**src/rtl/mips_cpu_bus_stall_injector.sv**
```systemverilog
// mips_cpu_bus_stall_injector
//   Avalon-MM wait-state injector between the CPU bus master (s_*) and the RAM model (m_*).
//   Every CPU transfer is held off for 1 + cnt cycles before it reaches the RAM. cnt is the low
//   WAIT_BITS of a 16-bit Galois LFSR, sampled when the request is captured. Injected stall
//   cycles are counted in a saturating 32-bit counter.
//
// Parameters
//   WAIT_BITS  width of the per-transfer extra stall count (>= 1)
//   SEED       LFSR reset value; 0 is replaced by 16'hACE1
//
// Ports
//   clk, reset                  clock, synchronous active-high reset
//   s_address/s_write/s_read/s_writedata/s_byteenable   CPU request
//   s_waitrequest/s_readdata    stall and read data back to the CPU
//   m_address/m_write/m_read/m_writedata/m_byteenable   request to RAM
//   m_waitrequest/m_readdata    stall and read data from RAM
//   stall_count                 total injected stall cycles, saturating
//   protocol_error              sticky master-protocol violation flag
//
// Build option
//   BUS_PROTOCOL_CHECK_EN: when defined, protocol_error flags a CPU that changes its request while
//   stalled, or that raises s_read and s_write together. Otherwise protocol_error is tied to 0.
module mips_cpu_bus_stall_injector #(
  parameter int unsigned WAIT_BITS = 2,
  parameter logic [15:0] SEED      = 16'h0003
) (
  input  logic        clk,
  input  logic        reset,
  input  logic [31:0] s_address,
  input  logic        s_write,
  input  logic        s_read,
  output logic        s_waitrequest,
  input  logic [31:0] s_writedata,
  input  logic [3:0]  s_byteenable,
  output logic [31:0] s_readdata,
  output logic [31:0] m_address,
  output logic        m_write,
  output logic        m_read,
  input  logic        m_waitrequest,
  output logic [31:0] m_writedata,
  output logic [3:0]  m_byteenable,
  input  logic [31:0] m_readdata,
  output logic [31:0] stall_count,
  output logic        protocol_error
);

  localparam logic [15:0] SeedEff = (SEED == 16'h0000) ? 16'hACE1 : SEED;

  typedef enum logic [1:0] {StIdle, StStall, StFwd} state_e;

  state_e               state_q, state_d;
  logic [15:0]          lfsr_q, lfsr_d;
  logic [WAIT_BITS-1:0] cnt_q, cnt_d;
  logic [31:0]          stall_count_q, stall_count_d;
  logic                 stall_inc;
  logic                 req;

  assign req = s_read | s_write;

  // Data paths are pure pass-through; only the handshake is gated.
  assign m_address    = s_address;
  assign m_writedata  = s_writedata;
  assign m_byteenable = s_byteenable;
  assign s_readdata   = m_readdata;
  assign stall_count  = stall_count_q;

  always_comb begin
    state_d       = state_q;
    lfsr_d        = lfsr_q;
    cnt_d         = cnt_q;
    m_read        = 1'b0;
    m_write       = 1'b0;
    s_waitrequest = 1'b0;
    stall_inc     = 1'b0;
    unique case (state_q)
      StIdle: begin
        // The capture cycle itself is always a stall, so every transfer sees at least one.
        s_waitrequest = req;
        if (req) begin
          stall_inc = 1'b1;
          cnt_d     = lfsr_q[WAIT_BITS-1:0];
          lfsr_d    = {1'b0, lfsr_q[15:1]} ^ (lfsr_q[0] ? 16'hB400 : 16'h0000);
          state_d   = (lfsr_q[WAIT_BITS-1:0] == '0) ? StFwd : StStall;
        end
      end
      StStall: begin
        s_waitrequest = 1'b1;
        stall_inc     = 1'b1;
        cnt_d         = cnt_q - 1'b1;
        if (cnt_q == WAIT_BITS'(1)) state_d = StFwd;
      end
      StFwd: begin
        m_read        = s_read;
        m_write       = s_write;
        s_waitrequest = m_waitrequest;
        // Return to IDLE on completion, or if the CPU abandoned the request.
        if (!req || !m_waitrequest) state_d = StIdle;
      end
      default: state_d = StIdle;
    endcase
  end

  always_comb begin
    stall_count_d = stall_count_q;
    if (stall_inc && (stall_count_q != 32'hFFFF_FFFF)) stall_count_d = stall_count_q + 32'd1;
  end

  always_ff @(posedge clk) begin
    if (reset) begin
      state_q       <= StIdle;
      lfsr_q        <= SeedEff;
      cnt_q         <= '0;
      stall_count_q <= '0;
    end else begin
      state_q       <= state_d;
      lfsr_q        <= lfsr_d;
      cnt_q         <= cnt_d;
      stall_count_q <= stall_count_d;
    end
  end

`ifdef BUS_PROTOCOL_CHECK_EN
  logic [31:0] prev_addr_q;
  logic [31:0] prev_wdata_q;
  logic [3:0]  prev_be_q;
  logic        prev_rd_q;
  logic        prev_wr_q;
  logic        prev_wait_q;
  logic        perr_q, perr_d;
  logic        req_changed;

  assign req_changed = (s_address != prev_addr_q) || (s_writedata != prev_wdata_q) ||
                       (s_byteenable != prev_be_q) || (s_read != prev_rd_q) ||
                       (s_write != prev_wr_q);

  always_comb begin
    perr_d = perr_q;
    if (((state_q == StStall) || (state_q == StFwd)) && prev_wait_q && req_changed) perr_d = 1'b1;
    if (s_read && s_write) perr_d = 1'b1;
  end

  always_ff @(posedge clk) begin
    if (reset) begin
      prev_addr_q  <= '0;
      prev_wdata_q <= '0;
      prev_be_q    <= '0;
      prev_rd_q    <= 1'b0;
      prev_wr_q    <= 1'b0;
      prev_wait_q  <= 1'b0;
      perr_q       <= 1'b0;
    end else begin
      prev_addr_q  <= s_address;
      prev_wdata_q <= s_writedata;
      prev_be_q    <= s_byteenable;
      prev_rd_q    <= s_read;
      prev_wr_q    <= s_write;
      prev_wait_q  <= s_waitrequest;
      perr_q       <= perr_d;
    end
  end

  assign protocol_error = perr_q;
`else
  assign protocol_error = 1'b0;
`endif

endmodule

```
**config.mk**
```make
export PLATFORM = sky130hd
export DESIGN_NAME = mips_cpu_bus_stall_injector
export DESIGN_NICKNAME = d
export VERILOG_FILES = /design/src/rtl/mips_cpu_bus_stall_injector.sv
export SDC_FILE = /design/constraint.sdc
export NUM_CORES = 1
export LEC_CHECK = 0
export CAP_MARGIN = 20
export CELL_PAD_IN_SITES_DETAIL_PLACEMENT = 0
export CELL_PAD_IN_SITES_GLOBAL_PLACEMENT = 2
export CORE_UTILIZATION = 19
export DETAILED_ROUTE_END_ITERATION = 12
export GPL_TIMING_DRIVEN = 0
export PLACE_DENSITY_LB_ADDON = 0.1
export SYNTH_ARGS = -nofsm -noshare
export SYNTH_HDL_FRONTEND = slang
export SYNTH_SLANG_ARGS = --single-unit
```
**constraint.sdc**
```tcl
create_clock -name clk -period 3.13 [get_ports clk]
set_input_delay 0.626 -clock clk [delete_from_list [all_inputs] [get_ports clk]]
set_output_delay 0.626 -clock clk [all_outputs]
set_load 0.03 [all_outputs]
```
# Word level (Yosys, flattened, before mapping)
# Index checks and enable logic that the tools add are counted.
[classes] n_addsub=2 mul=0 div=0 magnitude_cmp=0 eq_ne=7 shift=0 muxes=13 bitwise_logic=2 reduce_logical=10
[op_table] operator="$add 32x1->32 const B" count=1
[op_table] operator="$ne 32x32->1 const B" count=1
[op_table] operator="$mux 16" count=1
[op_table] operator="$xor 15x16->16" count=1
[op_table] operator="$mux 2" count=5
[op_table] operator="$ne 2x2->1 const B" count=3
[op_table] operator="$pmux 2 s3" count=1
[op_table] operator="$eq 2x1->1 const B" count=2
[op_table] operator="$logic_not 2->1" count=2
[op_table] operator="$pmux 2 s2" count=1
[op_table] operator="$reduce_and 2->1" count=2
[op_table] operator="$mux 1" count=3
[op_table] operator="$pmux 1 s3" count=1
[op_table] operator="$reduce_and 3->1" count=1
[op_table] operator="$eq 2x2->1 const B" count=1
[op_table] operator="$logic_not 1->1" count=2
[op_table] operator="$pmux 1 s2" count=1
[op_table] operator="$reduce_bool 2->1" count=1
[op_table] operator="$sub 2x1->2 const B" count=1
[op_table] operator="$logic_and 1x1->1" count=1
[op_table] operator="$logic_or 1x1->1" count=1
[op_table] operator="$or 1x1->1" count=1
[totals] reg_bits=52 latchBits=0 mem_bits_rw=0 mem_bits_ro=0 in_bits=105 output_inout_bits=136 elab_cells=38 memories=0

# Longest topological paths before layout
[logic_depth] depth_word=5 depth_mapped=9 depth_no_buf=6

# Least setup slack after synthesis
# No wires, ideal clock.
[synth_timing] kind="reg2reg" from="register stall_count_q[26] (netlist: stall_count[26])" to="register stall_count_q[27] (netlist: stall_count[27])" setup_ns=0.123 t_arrival_ns=2.023 t_required_ns=3.007 path_slack_ns=0.984 path_stages_with_launch=6 path_buffers=0 synth_period_minus_slack_ns=2.146 path_cell_list="dfxtp_1 nand4_1 or4_4 nor3_4 nor3_1 mux2_1"
[synth_via] elab_chain_cells=2 word_cells_on_any_way=3 classes_between="add/sub (1); eq/ne (1); reduce/logical (1)"
[synth_lines] element="from (decl)" line_no="54" source="logic [31:0] stall_count_q, stall_count_d;"
[synth_lines] element="from (signal assigned)" line_no="118" source="stall_count_q <= stall_count_d;"
[synth_lines] element="branches (longest 2 deep; another with $add 32x1->32)"
# Parallel ways; which one is timed is not known.
# A chain may end at the register's enable or synchronous reset.

# Worst setup path after layout
[layout_timing] from="input s_write" to="output s_waitrequest"
[layout_via] elab_chain_cells=2
[layout_lines] element="from (decl)" line_no="30" source="input logic s_write,"
[layout_lines] element="$or 1x1->1" line_no="58" source="assign req = s_read | s_write;"
[layout_lines] element="$pmux 1 s3" line_no="75" source="unique case (state_q)"
[layout_lines] element="to (decl)" line_no="32" source="output logic s_waitrequest,"
# No other way between the ends.

==> impl_metrics.tcl <==
set metrics [dict create \
    cts-buffers-inserted 5 \
    syn_avg_cell_area_um2 8.10 \
    synth_flop_cell "dfxtp_1" \
    max_stage_delay_ps 670 \
    fin_crit_ps 2930 \
    nNetsFinal 668 \
    place.gp.congestion 0.723 \
    peakVddDrop_mv 0.207 \
    synth-edff-count 0 \
    drt_wl_total_mm 10.0 \
    yosysSeqAreaShare_pct 31.0 \
    path_buf_inv 3 \
    dp_hpwl_mm 7.97 \
    cts.reportedPaths.clkPinSlew_ps 70 \
    vias_per_cell 4.15 \
    synth.distinct_cells 47 \
    ys_warn_count 0 \
    synth_nets 521 \
    p_per_area_mw_per_mm2 404 \
    synthCells 414 \
    cp-end-kind "output pin" \
    worstPathRequired_ps 2500 \
    numPortBuffers 139 \
    finClkSkew_ps 7.73 \
    use_met1_pct 13.7 \
    dr_total_vias 3268 \
    start_kind "input port" \
    use_met3_pct 2.29 \
    drtIter0Drc 118 \
    cts_tree "built" \
    tightest_slew_ps 566 \
    routedWlPerCell_um 12.8 \
    syn-cell-area_mm2 0.00335 \
    drv_slew 0 \
    areaGrowthSynthToFinish_pct 55.2 \
    initial_core_util_pct 19.4 \
    finalSetupViolCount 0 \
    rsz0062_at_grt "false" \
    clock-sinks 52 \
    hold_viol_final 0 \
    clockBufferDepth 2 \
    grt_pass1_vias 3026 \
    pre_cts_ws_ps 171 \
    cts_resized 0 \
    fin_crit_sh_pct 93.5 \
    cp_common_cell "clkdlybuf4s50_1" \
    cts_hold_buf 0 \
    critPathMaxFanout 9 \
    grt_max_degree 18 \
    worst-setup-path-type "input port to output pin" \
    io_pins 241 \
    grt_pass1_wl_mm 15.6 \
    grtUsageTotal_pct 10.9 \
    yosys-top-cells-area "dfxtp_1, buf_4, a21oi_1" \
    insertion_delay_ps 300 \
    cts_setup_buffers 0 \
    yosys.area.top_type_share_pct 31.0 \
    yosys.cell_count.top_type "buf_4" \
    antennaDiodeCount 0 \
    synth_top_cell_by_area "dfxtp_1" \
    drc 0 \
    ant_nets 0 \
    first_pass_iters 4 \
    grt_antenna_before_repair 0 \
    worstPathCellList "clkdlybuf4s50_1 -> nor3_2 -> or2_0 -> buf_6 -> nand2_1 -> clkdlybuf4s50_1" \
    die_h_um 135 \
    ys_ff_latch 52 \
    grt.busiest_layer "met2" \
    fillers 1874 \
    drv_cap 0 \
    drive_gt1_share_pct 24.2 \
    rows 48 \
    cts_root_buffer "clkbuf_16" \
    min_path_type "flip-flop to flip-flop" \
    grtUsageMet2_pct 18.9 \
    path_delay_family "buffers and inverters" \
    grt.overflow.total 0 \
    cts-htree-levels 2 \
    leakagePower_uw 0.00194 \
    coreArea_mm2 0.0173 \
    synth.cells.most_frequent "buf_4, dfxtp_1, a21oi_1, nand2_1, nor2_1" \
    max_freq_mhz 342 \
    cp.arrival_ps 2300 \
    relSlewSlack_pct 62.0 \
    die_area_mm2 0.0182 \
    status "complete, no violations" \
    fin_tns_setup_ps 0 \
    worst_slack_ps 203 \
    synth-async-reset-ratio_pct 0 \
    dieWidth_um 135 \
    slowest_stage "clkdlybuf4s50_1" \
]
-- power by group --
group          switching [uW]  internal (uW)
sequential               30.3            712
clock                     274            381
combinational             383            323
total                     688           1420
-- sequential cells by signal, summed over array words and instances (netlist names) --
signal       cells
stall_count     32
state_q          2
cnt_q            2
lfsr_q          16
-- layer usage --
metal	wire (um)	up-vias
li1	-	1647
met1	4470	1521
met2	5080	94
met3	415	6
met4	83	0
met5	0	-
-- final cells by class --
cell class	count	area, um^2	area share (%)
buffer	121	883	17.0
clock buffer	5	125	2.40
clock inverter	3	47.5	0.913
inverter	4	15.0	0.288
multi-input combinational	237	1420	27.2
sequential	52	1040	20.0
tap	225	282	5.41
timing repair buffer	140	1400	26.9
-- worst register-to-register path, delay by kind of cell (launching register included) --
kind                   cells  cell delay, ps
AO/OA/AOI/OAI              1             340
flip-flops                 1             440
buffers and inverters      2             580
AND/OR/NAND/NOR            3             810
XOR/XNOR                   1             150
-- through the flow --
step | util (%) | instances | total power [uW] | hold slack (ps) | instance area, um^2
4_1_cts | 30.1 | 787 | 2140 | 460 | 5210
3_5_place_dp | 29.1 | 779 | 1470 | 448 | 5030
5_1_grt | 30.1 | 787 | 2210 | 480 | 5210
6_report | 30.1 | 787 | 2100 | 455 | 5210
3_3_place_gp | 29.1 | 778 | 1460 | 436 | 5030
2_1_floorplan | - | 414 | 1230 | 432 | 3350
-- placed cells by master, fill, tap and decap left out, types with 2 or more instances in the layout --
master and instances:
nor2_1 22, nand4_2 3, nor3_1 8, ha_1 2, nand2_1 37, a21oi_1 37, nor2b_1 7, nand3_1 13
or3_1 15, buf_2 5, nor4_1 3, buf_4 103, mux2_2 3, and3_1 3, o21ai_1 2, dfxtp_1 52
inv_1 4, o31ai_1 12, clkbuf_8 2, a211oi_1 4, nor4b_1 2, and4_1 3, mux2_1 2, clkbuf_16 5
xnor2_1 4, o21ai_0 11, clkdlybuf4s50_1 139, or4_1 13, and2_1 4, nand4_1 7, clkinv_4 2, clkbuf_1 9
nor3_2 4, buf_6 2, nand3b_1 2
-- worst paths after layout --
path,start,endpoint,slack [ps],cells after the start
min,lfsr_q[3]$_SDFFE_PP0P_,lfsr_q[2]$_SDFFE_PP0P_,460,2
max,s_write,s_waitrequest,200,6
min reg2reg,lfsr_q[3]$_SDFFE_PP0P_,lfsr_q[2]$_SDFFE_PP0P_,460,2
max reg2reg,stall_count[19]$_SDFFE_PP0P_,stall_count[8]$_SDFFE_PP0P_,680,7
-- kinds of logic after synthesis --
group / after synthesis / share of synthesized area (%)
AOI/OAI and AO/OA: 70 / 12.1
xor gates and xnor gates: 4 / 1.04
adders and majority gates: 2 / 0.746
buffers and inverters: 125 / 26.8
DFF: 52 / 31.0
muxes: 5 / 1.68
other: 1 / 0.112
and+or+nand+nor: 155 / 26.5
Power figures use the tool's default switching activity.
